$ cat src/rtl/note_sequencer.sv
// rtl/note_sequencer.sv - keypad pass-through, melody recorder and tick-exact player
// Define LOOP_PLAYBACK_EN to repeat playback until play_btn, rec_btn or rst.
module note_sequencer #(
  parameter int DEPTH    = 16,
  parameter int TICK_DIV = 1000000,
  parameter int DUR_W    = 8,
  parameter int CODE_W   = 8
) (
  input  logic                      clk,
  input  logic                      rst,
  input  logic [CODE_W-1:0]         key_code,
  input  logic                      rec_btn,
  input  logic                      play_btn,
  output logic [CODE_W-1:0]         note_out,
  output logic                      recording,
  output logic                      playing,
  output logic                      full,
  output logic [$clog2(DEPTH):0]    count
);

  localparam int AW = $clog2(DEPTH);
  localparam int CW = AW + 1;
  localparam int TW = (TICK_DIV > 1) ? $clog2(TICK_DIV) : 1;
  localparam logic [TW-1:0]    TICK_LAST = TW'(TICK_DIV - 1);
  localparam logic [DUR_W-1:0] DUR_MAX   = '1;
  localparam logic [CW-1:0]    DEPTH_C   = CW'(DEPTH);

  typedef enum logic [1:0] {IDLE, REC, PLAY} state_t;
  state_t state, state_nxt;

  logic [CODE_W+DUR_W-1:0] mem [DEPTH];
  logic [TW-1:0]     tick_cnt, tick_cnt_nxt;
  logic [DUR_W-1:0]  dur, dur_nxt, dur_eff, rd_dur;
  logic [CODE_W-1:0] cur, cur_nxt, note_nxt;
  logic [AW-1:0]     idx, idx_nxt;
  logic [CW-1:0]     count_nxt;
  logic              full_nxt, tick, wr_en;

  assign tick      = (tick_cnt == TICK_LAST);
  // In REC the tick landing on a boundary cycle still counts toward that segment.
  assign dur_eff   = dur + DUR_W'(tick);
  assign rd_dur    = mem[idx][DUR_W-1:0];
  assign recording = (state == REC);
  assign playing   = (state == PLAY);

  always_comb begin
    state_nxt    = state;
    tick_cnt_nxt = tick ? '0 : tick_cnt + 1'b1;
    dur_nxt      = dur;
    cur_nxt      = cur;
    note_nxt     = key_code;
    idx_nxt      = idx;
    count_nxt    = count;
    full_nxt     = full;
    wr_en        = 1'b0;
    case (state)
      IDLE: begin
        if (rec_btn) begin
          state_nxt    = REC;
          count_nxt    = '0;
          full_nxt     = 1'b0;
          cur_nxt      = key_code;
          dur_nxt      = '0;
          tick_cnt_nxt = '0;
        end else if (play_btn && count != '0) begin
          state_nxt    = PLAY;
          idx_nxt      = '0;
          dur_nxt      = '0;
          tick_cnt_nxt = '0;
          note_nxt     = mem[0][CODE_W+DUR_W-1 -: CODE_W];
        end
      end
      REC: begin
        dur_nxt = dur_eff;
        if (rec_btn || key_code != cur || dur_eff == DUR_MAX) begin
          wr_en        = (dur_eff != '0);
          dur_nxt      = '0;
          tick_cnt_nxt = '0;
          cur_nxt      = key_code;
          if (rec_btn)
            state_nxt = IDLE;
          if (wr_en) begin
            count_nxt = count + 1'b1;
            if (count + 1'b1 == DEPTH_C) begin
              full_nxt  = 1'b1;
              state_nxt = IDLE;
            end
          end
        end
      end
      PLAY: begin
        note_nxt = note_out;
        if (rec_btn || play_btn) begin
          state_nxt = IDLE;
          note_nxt  = key_code;
        end else if (tick) begin
          // dur counts elapsed ticks of the current entry during playback
          if (dur + 1'b1 == rd_dur) begin
            dur_nxt = '0;
            if ({1'b0, idx} == count - 1'b1) begin
`ifdef LOOP_PLAYBACK_EN
              idx_nxt  = '0;
              note_nxt = mem[0][CODE_W+DUR_W-1 -: CODE_W];
`else
              state_nxt = IDLE;
              note_nxt  = key_code;
`endif
            end else begin
              idx_nxt  = idx + 1'b1;
              note_nxt = mem[idx + 1'b1][CODE_W+DUR_W-1 -: CODE_W];
            end
          end else begin
            dur_nxt = dur + 1'b1;
          end
        end
      end
      default: state_nxt = IDLE;
    endcase
  end

  always_ff @(posedge clk or posedge rst) begin
    if (rst) begin
      state    <= IDLE;
      tick_cnt <= '0;
      dur      <= '0;
      cur      <= '0;
      note_out <= '0;
      idx      <= '0;
      count    <= '0;
      full     <= 1'b0;
    end else begin
      state    <= state_nxt;
      tick_cnt <= tick_cnt_nxt;
      dur      <= dur_nxt;
      cur      <= cur_nxt;
      note_out <= note_nxt;
      idx      <= idx_nxt;
      count    <= count_nxt;
      full     <= full_nxt;
    end
  end

  always_ff @(posedge clk) begin
    if (wr_en)
      mem[count[AW-1:0]] <= {cur, dur_eff};
  end

endmodule

$ cat config.mk
export PLATFORM = sky130hd
export DESIGN_NAME = note_sequencer
export DESIGN_NICKNAME = d
export VERILOG_FILES = /design/src/rtl/note_sequencer.sv
export SDC_FILE = /design/constraint.sdc
export NUM_CORES = 1
export LEC_CHECK = 0
export CAP_MARGIN = 40
export CORE_UTILIZATION = 25
export DETAILED_ROUTE_END_ITERATION = 10
export SYNTH_ARGS = -nofsm -noshare
export SYNTH_HDL_FRONTEND = slang
export SYNTH_SLANG_ARGS = --single-unit
$ cat constraint.sdc
create_clock -name clk -period 5.65 [get_ports clk]
set_clock_uncertainty 0.2 [all_clocks]
set_input_delay 0.565 -clock clk [delete_from_list [all_inputs] [get_ports clk]]
set_output_delay 0.565 -clock clk [all_outputs]
set_load 0.005 [all_outputs]
Word level (Yosys, flattened, before mapping)
Memory sizes are Yosys's and may differ from the RTL's.
Index checks and enable logic that the tools add are counted.
- bits in registers: 56
- memory bits (writable): 256
- bits of input ports: 12
- output and inout bits: 16
- logic and storage cells: 107
- memories: 1
- add/subtract/negate cells: 6
- equality and inequality tests: 22
- multiplexer cells: 53
- reduce and logical (&&, ||, !) cells: 17
- memories (memory ; words ; width ; rd ports ; clocked after Yosys merged registers in ; write ports ; line ; source):
    mem ; 16 ; 16 ; 3 ; 0 ; 1 ; 31 ; logic [CODE_W+DUR_W-1:0] mem [DEPTH];
- operators by type and width (cell ; count):
    8-bit two-way mux ; 14
    20-bit two-way mux ; 4
    20-bit one-hot mux with 2 select lines ; 1
    8-bit one-hot mux with 2 select lines ; 2
    4-bit two-way mux ; 6
    8-bit one-hot mux with 3 select lines ; 1
    20-bit by 1-bit adder with 20-bit output (second input constant) ; 1
    20-bit equality test (second input constant) ; 1
    2-bit two-way mux ; 10
    5-bit two-way mux ; 3
    2-bit by 1-bit inequality test with 1-bit output (second input constant) ; 5
    2-bit inequality test (second input constant) ; 5
    5-bit one-hot mux with 2 select lines ; 1
    5-bit AND reduction ; 2
    3-bit by 1-bit inequality test with 1-bit output (second input constant) ; 3
    8-bit by 1-bit adder with 8-bit output ; 1
    8-bit by 1-bit adder with 8-bit output (second input constant) ; 1
    8-bit equality test ; 1
    8-bit equality test (second input constant) ; 1
    1-bit two-way mux ; 8
    8-bit inequality test ; 1
    4-bit one-hot mux with 2 select lines ; 1
    4-bit AND reduction ; 2
    8-bit nonzero test ; 1
    19 further kinds ; 22

Depth between registers and ports, before layout
Gate-level depths: netlist of run 1.
- depth after elaboration: 8
- gate-level depth with buffers: 15
- mapped depth without buffers: 13

Least setup slack after synthesis of run 1
No wires, ideal clock.
- path type: reg2reg
- start: register tick_cnt[7]
- end: memory mem[0][0] in the netlist's numbering (enable)
- library setup time: 409 ps
- arrival time: 4782 ps
- data required time: 5041 ps
- slack: 258 ps
- cell stages (with the launch flop): 13
- buffers on the path: 0
- period minus slack after synthesis: 5392 ps
- cells stage by stage: dfrtp_1 -> or4_1 -> or4_1 -> nor2_1 -> ha_1 -> ha_1 -> nand3_1 -> xnor2_1 -> nand4_1 -> o31a_1 -> nor3b_1 -> nand2_1 -> nor3_1
- longest elaborated chain between the ends: 8
- elaborated cells on any way between the ends: 9
- those cells by class: add/sub (1); eq/ne (2); mux (4); reduce/logical (2)
- RTL lines (element ; line ; source):
    start: declaration ; 32 ; logic [TW-1:0] tick_cnt, tick_cnt_nxt;
    start signal: assignment ; 133 ; tick_cnt <= tick_cnt_nxt;
    20-bit equality test (*) ; 39 ; assign tick = (tick_cnt == TICK_LAST);
    8-bit by 1-bit adder with 8-bit output (*) ; 41 ; assign dur_eff = dur + DUR_W'(tick);
    via dur_eff[4] ; 33 ; logic [DUR_W-1:0] dur, dur_nxt, dur_eff, rd_dur;
    8-bit equality test ; 75 ; if (rec_btn || key_code != cur || dur_eff == DUR_MAX) begin
    1-bit logical OR ; 75 ;
    1-bit two-way mux (*) ; 75 ;
    1-bit two-way mux (*) ; 56 ; case (state)
    1-bit two-way mux (*) ; 144 ; if (wr_en)
    1-bit two-way mux (not written as such) (*) ; 145 ; mem[count[AW-1:0]] <= {cur, dur_eff};
    end: declaration ; 31 ;
The timed path passes the listed nets; every way through them passes the cells marked *.

Worst setup path in the final report of run 1
- start: register tick_cnt[7]
- end: memory mem[2][10] in the netlist's numbering (enable)
The elaborated chain is that of the path after synthesis.

==> results of run 1 <==
## cells in the final DEF (no fill, tap or decap), drive strengths merged, types with 3 or more instances in the layout
cell type      count
nand3             30
a21oi             16
buf               41
or4                4
nand4              8
o211ai             9
clkdlybuf4s50     27
xnor2             30
and4               6
mux2i             20
dfrtp             56
xor2              22
a211oi             9
mux4              62
nor3              10
mux2              13
and3              10
clkinv            13
nand2             35
edfxtp           256
o21ai             13
nor2b             13
nor2              52
nand2b             5
or4b               3
a22oi             16
a222oi             8
and2               4
o221ai             4
clkbuf            47
ha                13
inv               27
nor4               4
## final timing paths
| kind | startpoint | endpoint | slack [ns] |
|---|---|---|---|
| worst min-delay path | full | full | 0.29 |
| max in group asynchronous | rst | idx[0] | 4.27 |
| worst min register to register | full | full | 0.29 |
| worst max register to register | tick_cnt[7] | mem[2][10] | 0.55 |
| worst max-delay path | tick_cnt[7] | mem[2][10] | 0.55 |
| min in group asynchronous | rst | note_out[2] | 0.38 |
## worst max-delay path: stages, from the launching register on
cell	delay, ns
dfrtp_1	0.43
or4_1	0.52
or4_1	0.57
nor2_1	0.14
ha_1	0.23
ha_1	0.24
xor2_1	0.45
buf_4	0.28
or3_1	0.12
nor3_1	0.04
and4_1	0.26
nor3b_1	0.54
nand2_1	0.25
nor3_2	0.23
buf_4	0.27
## logic make-up (layout without fill, tap and decap cells)
kind of cell / Yosys count / in the layout
flops: 312 / 312
mux: 95 / 95
fa+ha+maj: 13 / 13
buf+inv: 64 / 156
compound gates: 96 / 96
xor+xnor: 52 / 52
simple gates: 193 / 193
## synth_stat cells, types with 2 or more instances
library cell,number
a211oi_1,9
a21oi_1,16
a221oi_1,2
a222oi_1,8
a22oi_1,16
a31oi_1,2
and2_1,4
and3_1,9
and4_1,6
buf_1,2
buf_2,10
buf_4,4
buf_6,2
clkbuf_1,19
dfrtp_1,56
edfxtp_1,256
ha_1,13
inv_1,27
mux2_2,13
mux2i_1,20
mux4_2,62
nand2_1,35
nand2b_1,5
nand3_1,30
nand4_1,8
nand4b_1,2
nor2_1,51
nor2b_1,12
nor3_1,10
nor3b_1,2
nor4_1,4
o211ai_1,9
o21ai_0,5
o21ai_1,7
o221ai_1,4
o31a_1,2
or4_1,4
or4b_1,2
xnor2_1,30
xor2_1,22
## per-stage QoR
stage	setup slack (ns)	hold slack (ns)	cells	util, %
finish	0.552	0.292	1605	29.9
global route	0.204	0.308	1605	29.9
CTS	0.567	0.294	1605	29.9
detailed placement	0.605	0.281	1544	27.9
global placement	0.784	0.275	1542	27.9
floorplan	0.258	0.255	825	-
## sequential cells by signal, summed over array words and instances (netlist names)
register and cells:
mem 256, dur 8, count 5, cur 8, tick_cnt 20, state 2
full 1, note_out 8, idx 4
## final cells by class
cell class / count / area share (%)
clock inverters: 14 / 0.729
inverters: 27 / 0.642
well taps: 688 / 5.45
clock buffers: 47 / 5.89
multi-input cells: 449 / 25.8
repair buffers: 68 / 3.87
flip-flops and latches: 312 / 57.6
## metal layers
layer  part of all wire, %  up-vias
met5                     0        -
met4                   1.9        0
li1                      -     3391
met2                    49      244
met3                   5.8       43
met1                    44     3873
## report_power, final
group | internal (W) | switching (W) | total, W
combinational | 0.000319 | 0.000424 | 0.000743
clock | 0.00121 | 0.000877 | 0.00208
sequential | 0.00275 | 0.000265 | 0.00301
total | 0.00427 | 0.00157 | 0.00584
==> flow_metrics.env, run 1 <==
export IMPL_netlist_area_um2=13400
export IMPL_register_area_um2=9090
export IMPL_seq_area_frac_synth_pct=67.7
export IMPL_rsz0062_at_grt="no"
export IMPL_ys_warnings_count=0
export IMPL_grt_use_met2_pct=18.2
export IMPL_grtUsageTotal_pct=11.2
export IMPL_via_count=7551
export IMPL_cts_max_level=2
export IMPL_dieHeight_um=234
export IMPL_drt_pre_antenna_iters=7
export IMPL_multiInputGateArea_um2=4080
export IMPL_area_growth_pct=17.6
export IMPL_period_share_pct=90.2
export IMPL_antenna_found_initial=0
export IMPL_grt_most_used_layer="met2"
export IMPL_cts_tree="done"
export IMPL_nNetsFinal=917
export IMPL_clk_latency_ns=0.52
export IMPL_gr_usage_met3_pct=1.54
export IMPL_wire_per_inst_um=19.1
export IMPL_yosys_area_share_xor_xnor_pct=3.39
export IMPL_grt_use_met1_pct=15.7
export IMPL_grt_max_degree=57
export IMPL_postCtsSetupBuffers=0
export IMPL_place_hpwl_um=20100
export IMPL_tightestPinTransition_ns=0.836
export IMPL_drtAntennaViolNets=0
export IMPL_cts_buffers=34
export IMPL_grt_overflow_total=0
export IMPL_clockBufferDepth=3
export IMPL_worstPathMaxFanout=13
export IMPL_drt_initial_drc_count=619
export IMPL_yosysTopAreaCellShare_pct=57.3
export IMPL_hold_viol_final=0
export IMPL_synth_simple_area_share_pct=7.39
export IMPL_period_minus_slack_ns=5.10
export IMPL_synth_edff_count=256
export IMPL_critPathKind="reg -> reg"
export IMPL_fp_dieW_um=234
export IMPL_std_cell_rows=84
export IMPL_synth_top_family_by_area="multiplexers"
export IMPL_required_ns=5.66
export IMPL_startpoint_type="flop"
export IMPL_yosysUniqueCellTypes=65
export IMPL_core_area_um2=52800
export IMPL_drive_above_1_share_pct=19.1
export IMPL_hp_class="reg -> reg"
export IMPL_via_per_inst=4.70
export IMPL_cts_sink_count=312
export IMPL_synth_ff_type="edfxtp_1"
export IMPL_clkTransAtPathRegs_ns=0.06
export IMPL_yosys_mux_area_fraction_pct=13.0
export IMPL_initial_core_util_pct=25.4
export IMPL_endpoint_kind="flop"
export IMPL_synth_largest_area_cell="edfxtp_1"
export IMPL_synth_seq_cells=312
export IMPL_synth_compound_area_share_pct=5.21
export IMPL_avgSynthCellArea_um2=16.3
export IMPL_drc=0
export IMPL_place_area_um2=14700
export IMPL_reg2regPathDepth=14
export IMPL_synthCells=825
export IMPL_power_per_cell_area_nw_per_um2=370
export IMPL_syn_nets=850
export IMPL_diodes=0
export IMPL_grt_pass1_vias=7535
export IMPL_ctsResizeCount=0
export IMPL_status="completed"
export IMPL_ctsHoldBuffers=0
export IMPL_synthAdderAreaFrac_pct=1.21
export IMPL_worstPathArrival_ns=5.11
export IMPL_die_area_um2=54600
export IMPL_async_reset_ff_share_pct=17.9
export IMPL_wl_um=30600
export IMPL_relSlewSlack_pct=44.2
export IMPL_max_freq_mhz=196
export IMPL_synthTopCellsByArea="edfxtp_1 57%, dfrtp_1 10%, mux4_2 10%"
export IMPL_ir_drop_v=0.000267
export IMPL_leakagePower_nw=5.12
export IMPL_place_gp_congestion=0.821
export IMPL_portBuffers=27
export IMPL_n_fill_cell=5230
export IMPL_report_final_setup_viol=0
export IMPL_ios=28
export IMPL_min_path_cells=1
export IMPL_p_total_w=0.00584
export IMPL_maxCapViolCount=0
export IMPL_grt_pass1_wl_um=46700
export IMPL_slew_viol_final=0
export IMPL_root_buffer="clkbuf_16"
export IMPL_finalSetupTns_ns=0
export IMPL_final_area_um2=15800
Note: power is estimated with default switching activity, not from simulation.
==> run 2: changes to the inputs <==
Settings changed: CORE_ASPECT_RATIO set to 0.7, SETUP_SLACK_MARGIN set to 0.5.
==> run 2 against run 1 <==
Die area about the same. Worst hold slack got worse by 0.093 ns. Fmax rose by 4.9%. Sequential share of layout area up 0.60 points. Clock-buffer cell count fell by 3. Critical path type unchanged. Largest cell class unchanged. Largest power group unchanged. Highest routed layer unchanged.
==> flow_metrics.env, run 2 (synthesized netlist as in run 1, its figures left out) <==
export IMPL_period_share_pct=86.0
export IMPL_die_area_um2=54600
export IMPL_nNetsFinal=908
export IMPL_clk_latency_ns=0.57
export IMPL_drt_initial_drc_count=911
export IMPL_leakagePower_nw=5.02
export IMPL_startpoint_type="flop"
export IMPL_via_per_inst=4.73
export IMPL_finalSetupTns_ns=0
export IMPL_hp_class="in -> async"
export IMPL_hold_viol_final=0
export IMPL_largest_reg_flops=256
export IMPL_clockBufferDepth=3
export IMPL_multiInputGateArea_um2=4100
export IMPL_worstPathMaxFanout=19
export IMPL_p_total_w=0.00565
export IMPL_grt_most_used_layer="met1"
export IMPL_core_area_um2=52600
export IMPL_register_area_um2=9090
export IMPL_gr_usage_met3_pct=2.06
export IMPL_grt_use_met1_pct=19.2
export IMPL_report_final_setup_viol=0
export IMPL_cts_sink_count=312
export IMPL_grt_pass1_wl_um=50200
export IMPL_n_fill_cell=5206
export IMPL_place_gp_congestion=0.850
export IMPL_via_count=7704
export IMPL_relSlewSlack_pct=36.1
export IMPL_reg2reg_slack_ns=0.79
export IMPL_wire_per_inst_um=20.3
export IMPL_rsz0062_at_grt="no"
export IMPL_reg2regPathDepth=12
export IMPL_final_area_um2=15600
export IMPL_worstPathArrival_ns=4.91
export IMPL_grt_overflow_total=0
export IMPL_grtUsageTotal_pct=12.2
export IMPL_slew_viol_final=0
export IMPL_grt_max_degree=39
export IMPL_final_common_cell="edfxtp_1"
export IMPL_r2r_end="mem[10][11]"
export IMPL_ir_drop_v=0.000280
export IMPL_tightestPinTransition_ns=0.949
export IMPL_wl_um=33000
export IMPL_ios=28
export IMPL_rr_startpoint="tick_cnt[7]"
export IMPL_place_ws_ns=0.688
export IMPL_clkTransAtPathRegs_ns=0.06
export IMPL_power_per_cell_area_nw_per_um2=361
export IMPL_cts_tree="done"
export IMPL_endpoint_kind="flop"
export IMPL_std_cell_rows=70
export IMPL_max_freq_mhz=206
export IMPL_holdWs_ns=0.199
export IMPL_cts_buffers=30
export IMPL_drive_above_1_share_pct=18.7
export IMPL_startpoint="tick_cnt[7]"
export IMPL_root_buffer="clkbuf_16"
export IMPL_drc=0
export IMPL_place_area_um2=14700
export IMPL_portBuffers=27
export IMPL_initial_core_util_pct=25.5
export IMPL_layout_common_cells="256 x edfxtp_1, 62 x mux4_2, 55 x dfrtp_1"
export IMPL_antenna_found_initial=0
export IMPL_area_growth_pct=16.4
export IMPL_drtAntennaViolNets=0
export IMPL_period_minus_slack_ns=4.86
export IMPL_place_hpwl_um=21800
export IMPL_crit_end="mem[10][11]"
export IMPL_setup_ws_ns=0.789
export IMPL_postCtsSetupBuffers=0
export IMPL_dieHeight_um=196
export IMPL_drt_pre_antenna_iters=5
export IMPL_required_ns=5.70
export IMPL_grt_pass1_vias=7614
export IMPL_critPathKind="reg -> reg"
export IMPL_status="completed"
export IMPL_maxCapViolCount=0
export IMPL_fp_dieW_um=279
export IMPL_grt_use_met2_pct=17.4
export IMPL_cts_max_level=1
[run 2: cell count changes in the layout (fill, tap and decap cells not counted), moves of 2 or more]
cell,before,now
nor2_2,1,3
buf_4,39,36
nor2_1,51,49
clkbuf_1,11,13
clkbuf_16,35,30
clkinv_1,5,2
[run 2: area by class of cell]
type	instances	share of cell area, %
diodes	1	0.0160
clock buffers	44	5.20
clock inverters	12	0.488
inverters	27	0.649
multi-input cells	449	26.2
flip-flops and latches	312	58.2
well taps	720	5.76
repair buffers	63	3.46
[run 2: routing by layer]
layer	routed length [um]	vias up
met3	2410	37
met4	447	0
met5	0	-
li1	-	3361
met2	14000	295
met1	16200	4011
[run 2: how the worst min path moves through the flow]
| stage | to | cells past startpoint |
|---|---|---|
| after global placement | full | 1 |
| after floorplan | tick_cnt[0] | 1 |
| after CTS | tick_cnt[12] | 2 |
| after detailed placement | full | 1 |
| final | tick_cnt[12] | 2 |
| after global routing | tick_cnt[12] | 2 |
[run 2: repair_timing]
action | CTS | global route
hold buffers | 0 | 0
gates resized for setup | 0 | 2
setup endpoints to repair | 0 | 274
[run 2: stage by stage]
step / utilization, % / cells
6_report: 29.7 / 1628
3_5_place_dp: 28.0 / 1571
4_1_cts: 29.7 / 1627
2_1_floorplan: - / 825
3_3_place_gp: 28.0 / 1570
5_1_grt: 29.7 / 1627
[run 2: critical path, stage by stage, from the launching register on]
cell and delay [ns]:
dfrtp_1 0.45, or4_1 0.53, or4_1 0.57, nor2_1 0.23
ha_1 0.26, ha_1 0.54, and3_1 0.26, nand4_1 0.11
o31a_1 0.27, nor3b_1 0.43, nand2_1 0.24, nor2_1 0.16
buf_4 0.29
[run 2: report_power, final]
group	total, W	switching [W]	internal [W]
clock	0.00185	0.000849	0.00100
combinational	0.000752	0.000434	0.000318
sequential	0.00305	0.000301	0.00275
==> run 3: changes to the inputs <==
Settings changed: SLEW_MARGIN set to 20.
==> run 3 against run 2 <==
Sequential power is essentially flat. Largest power group unchanged. Die area is the same. Worst setup slack gained 0.059 ns. Global-route usage shrank 0.12 points. Highest routed layer unchanged. Wire length shrank 0.62%. Flip-flop and latch count is the same. Non-clock buffer count grew 4. Clock-buffer cell count shrank 12. Cell count grew 0.25%. Core utilization grew 0.20 points. First-iteration DRC count shrank 17%.
==> flow_metrics.env, run 3 (synthesized netlist as in run 1, its figures left out) <==
export IMPL_cts_tree="done"
export IMPL_die_area_um2=54600
export IMPL_drt_initial_drc_count=753
export IMPL_cp_top_family="simple AND/OR/NAND/NOR gates"
export IMPL_cts_sink_count=312
export IMPL_via_per_inst=4.70
export IMPL_tightestPinTransition_ns=0.805
export IMPL_initial_core_util_pct=25.5
export IMPL_period_minus_slack_ns=4.80
export IMPL_clockBufferDepth=3
export IMPL_std_cell_rows=70
export IMPL_holdWs_ns=0.186
export IMPL_place_gp_congestion=0.850
export IMPL_cts_buffers=30
export IMPL_finalSetupTns_ns=0
export IMPL_clkTransAtPathRegs_ns=0.07
export IMPL_rsz0062_at_grt="no"
export IMPL_crit_chain="or4_1 -> or4_1 -> nor2_1 -> ha_1 -> ha_1 -> xor2_1 -> and3_1 -> nand4_1 -> o311a_2 -> nor3_1 -> or2_1 -> nor2_1"
export IMPL_drive_above_1_share_pct=19.8
export IMPL_max_freq_mhz=208
export IMPL_place_hpwl_um=21900
export IMPL_crit_buf_inv=0
export IMPL_slew_viol_final=0
export IMPL_worstPathMaxFanout=18
export IMPL_wire_per_inst_um=20.1
export IMPL_fp_dieW_um=279
export IMPL_reg2reg_slack_ns=0.85
export IMPL_grt_max_degree=39
export IMPL_netSwitchingFraction_pct=28.2
export IMPL_p_seq_share_pct=52.3
export IMPL_routed_wl_met3_um=2290
export IMPL_period_share_pct=85.0
export IMPL_dieHeight_um=196
export IMPL_slowest_stage="or2_1"
export IMPL_grt_pass1_vias=7707
export IMPL_leakagePower_nw=5.08
export IMPL_hp_class="in -> async"
export IMPL_report_final_setup_viol=0
export IMPL_combPwrFrac_pct=13.7
export IMPL_nNetsFinal=912
export IMPL_core_area_um2=52600
export IMPL_largest_reg_flops=256
export IMPL_ios=28
export IMPL_critPathKind="reg -> reg"
export IMPL_grtUsageTotal_pct=12.0
export IMPL_met1_length_um=16300
export IMPL_wl_met2_um=13700
export IMPL_worstPathArrival_ns=5.05
export IMPL_antenna_found_initial=0
export IMPL_dr_max_layer_used="met4"
export IMPL_cpPeakStageDelay_ns=0.59
export IMPL_grt_overflow_total=0
export IMPL_relSlewSlack_pct=46.3
export IMPL_required_ns=5.90
export IMPL_ctsHoldBuffers=0
export IMPL_wl_um=32800
export IMPL_p_sw_w=0.00163
export IMPL_p_total_w=0.00577
export IMPL_pwr_share_clk_pct=34.0
export IMPL_portBuffers=27
export IMPL_ir_drop_v=0.000278
export IMPL_startpoint_type="flop"
export IMPL_endpoint_kind="flop"
export IMPL_drtAntennaViolNets=0
export IMPL_clk_latency_ns=0.59
export IMPL_maxCapViolCount=0
export IMPL_drt_pre_antenna_iters=6
export IMPL_hold_viol_final=0
export IMPL_final_common_cell="edfxtp_1"
export IMPL_via_count=7667
export IMPL_power_per_cell_area_nw_per_um2=367
export IMPL_status="completed"
export IMPL_drc=0
export IMPL_root_buffer="clkbuf_16"
export IMPL_layout_common_cells="256 x edfxtp_1, 62 x mux4_2, 55 x dfrtp_1"
export IMPL_p_int_w=0.00415
export IMPL_area_growth_pct=17.2
export IMPL_grt_pass1_wl_um=49700
export IMPL_cts_max_level=1
-- run 3: cell types whose count changed in the layout (fill, tap and decap cells not counted), sizes merged --
cell / before / now
clkinvlp: 1 / 2
clkbuf: 44 / 34
inv: 28 / 27
bufinv: 0 / 2
buf: 36 / 38
clkinv: 10 / 20
-- run 3: layout make-up --
| class | count | area [um2] |
|---|---|---|
| timing repair buffer | 67 | 573 |
| fill | 5168 | 36900 |
| clock buffer | 32 | 758 |
| inverter | 27 | 101 |
| multi-input combinational | 449 | 4100 |
| tap | 720 | 901 |
| clock inverter | 24 | 206 |
| sequential | 312 | 9090 |
| antenna | 1 | 2.50 |
-- run 3: per-stage QoR --
stage / setup WS [ns] / area, um2 / cells / util [%]
6_report: 0.848 / 15700 / 1632 / 29.9
5_1_grt: 0.499 / 15700 / 1631 / 29.9
4_1_cts: 0.671 / 15700 / 1627 / 29.8
3_5_place_dp: 0.717 / 14700 / 1571 / 28.0
3_3_place_gp: 0.899 / 14700 / 1570 / 28.0
2_1_floorplan: 0.682 / 13400 / 825 / -
-- run 3: timing repair --
| item | CTS | global route |
|---|---|---|
| resized for setup | 0 | 2 |
| buffers inserted | 0 | 0 |
| endpoints found under the setup margin | 0 | 274 |
-- run 3: power groups by stage --
stage / Sequential [W] / Clock (W) / Combinational, W
global placement: 0.00308 / 0 / 0.000736
CTS: 0.00305 / 0.00199 / 0.000753
global route: 0.00304 / 0.00209 / 0.000868
detailed placement: 0.00310 / 0 / 0.000747
finish: 0.00302 / 0.00196 / 0.000792
floorplan: 0.00293 / 0 / 0.000492
-- run 3: layer usage --
metal  global-route usage [%]  vias up
met4                     2.16        0
li1                         -     3374
met5                        0        -
met1                     18.3     4014
met2                     17.2      229
met3                     3.07       50
-- run 3: worst paths after layout --
check	start	cells past startpoint	to
setup / recovery	tick_cnt[7]	12	tick_cnt[16]
hold / removal	rst	2	tick_cnt[15]
setup reg to reg	tick_cnt[7]	12	tick_cnt[16]
hold reg to reg	tick_cnt[0]	1	tick_cnt[0]
max in group asynchronous	rst	3	idx[0]
min in group clk	tick_cnt[0]	1	tick_cnt[0]
-- run 3: worst reg2reg max path: cells and delay by family, from the launching register on --
family                     cells  cell delay, ns
adders and majority gates      2            0.49
and+or+nand+nor                8            2.71
xor gates and xnor gates       1            0.38
DFF                            1            0.45
AOI/OAI and AO/OA              1            0.43
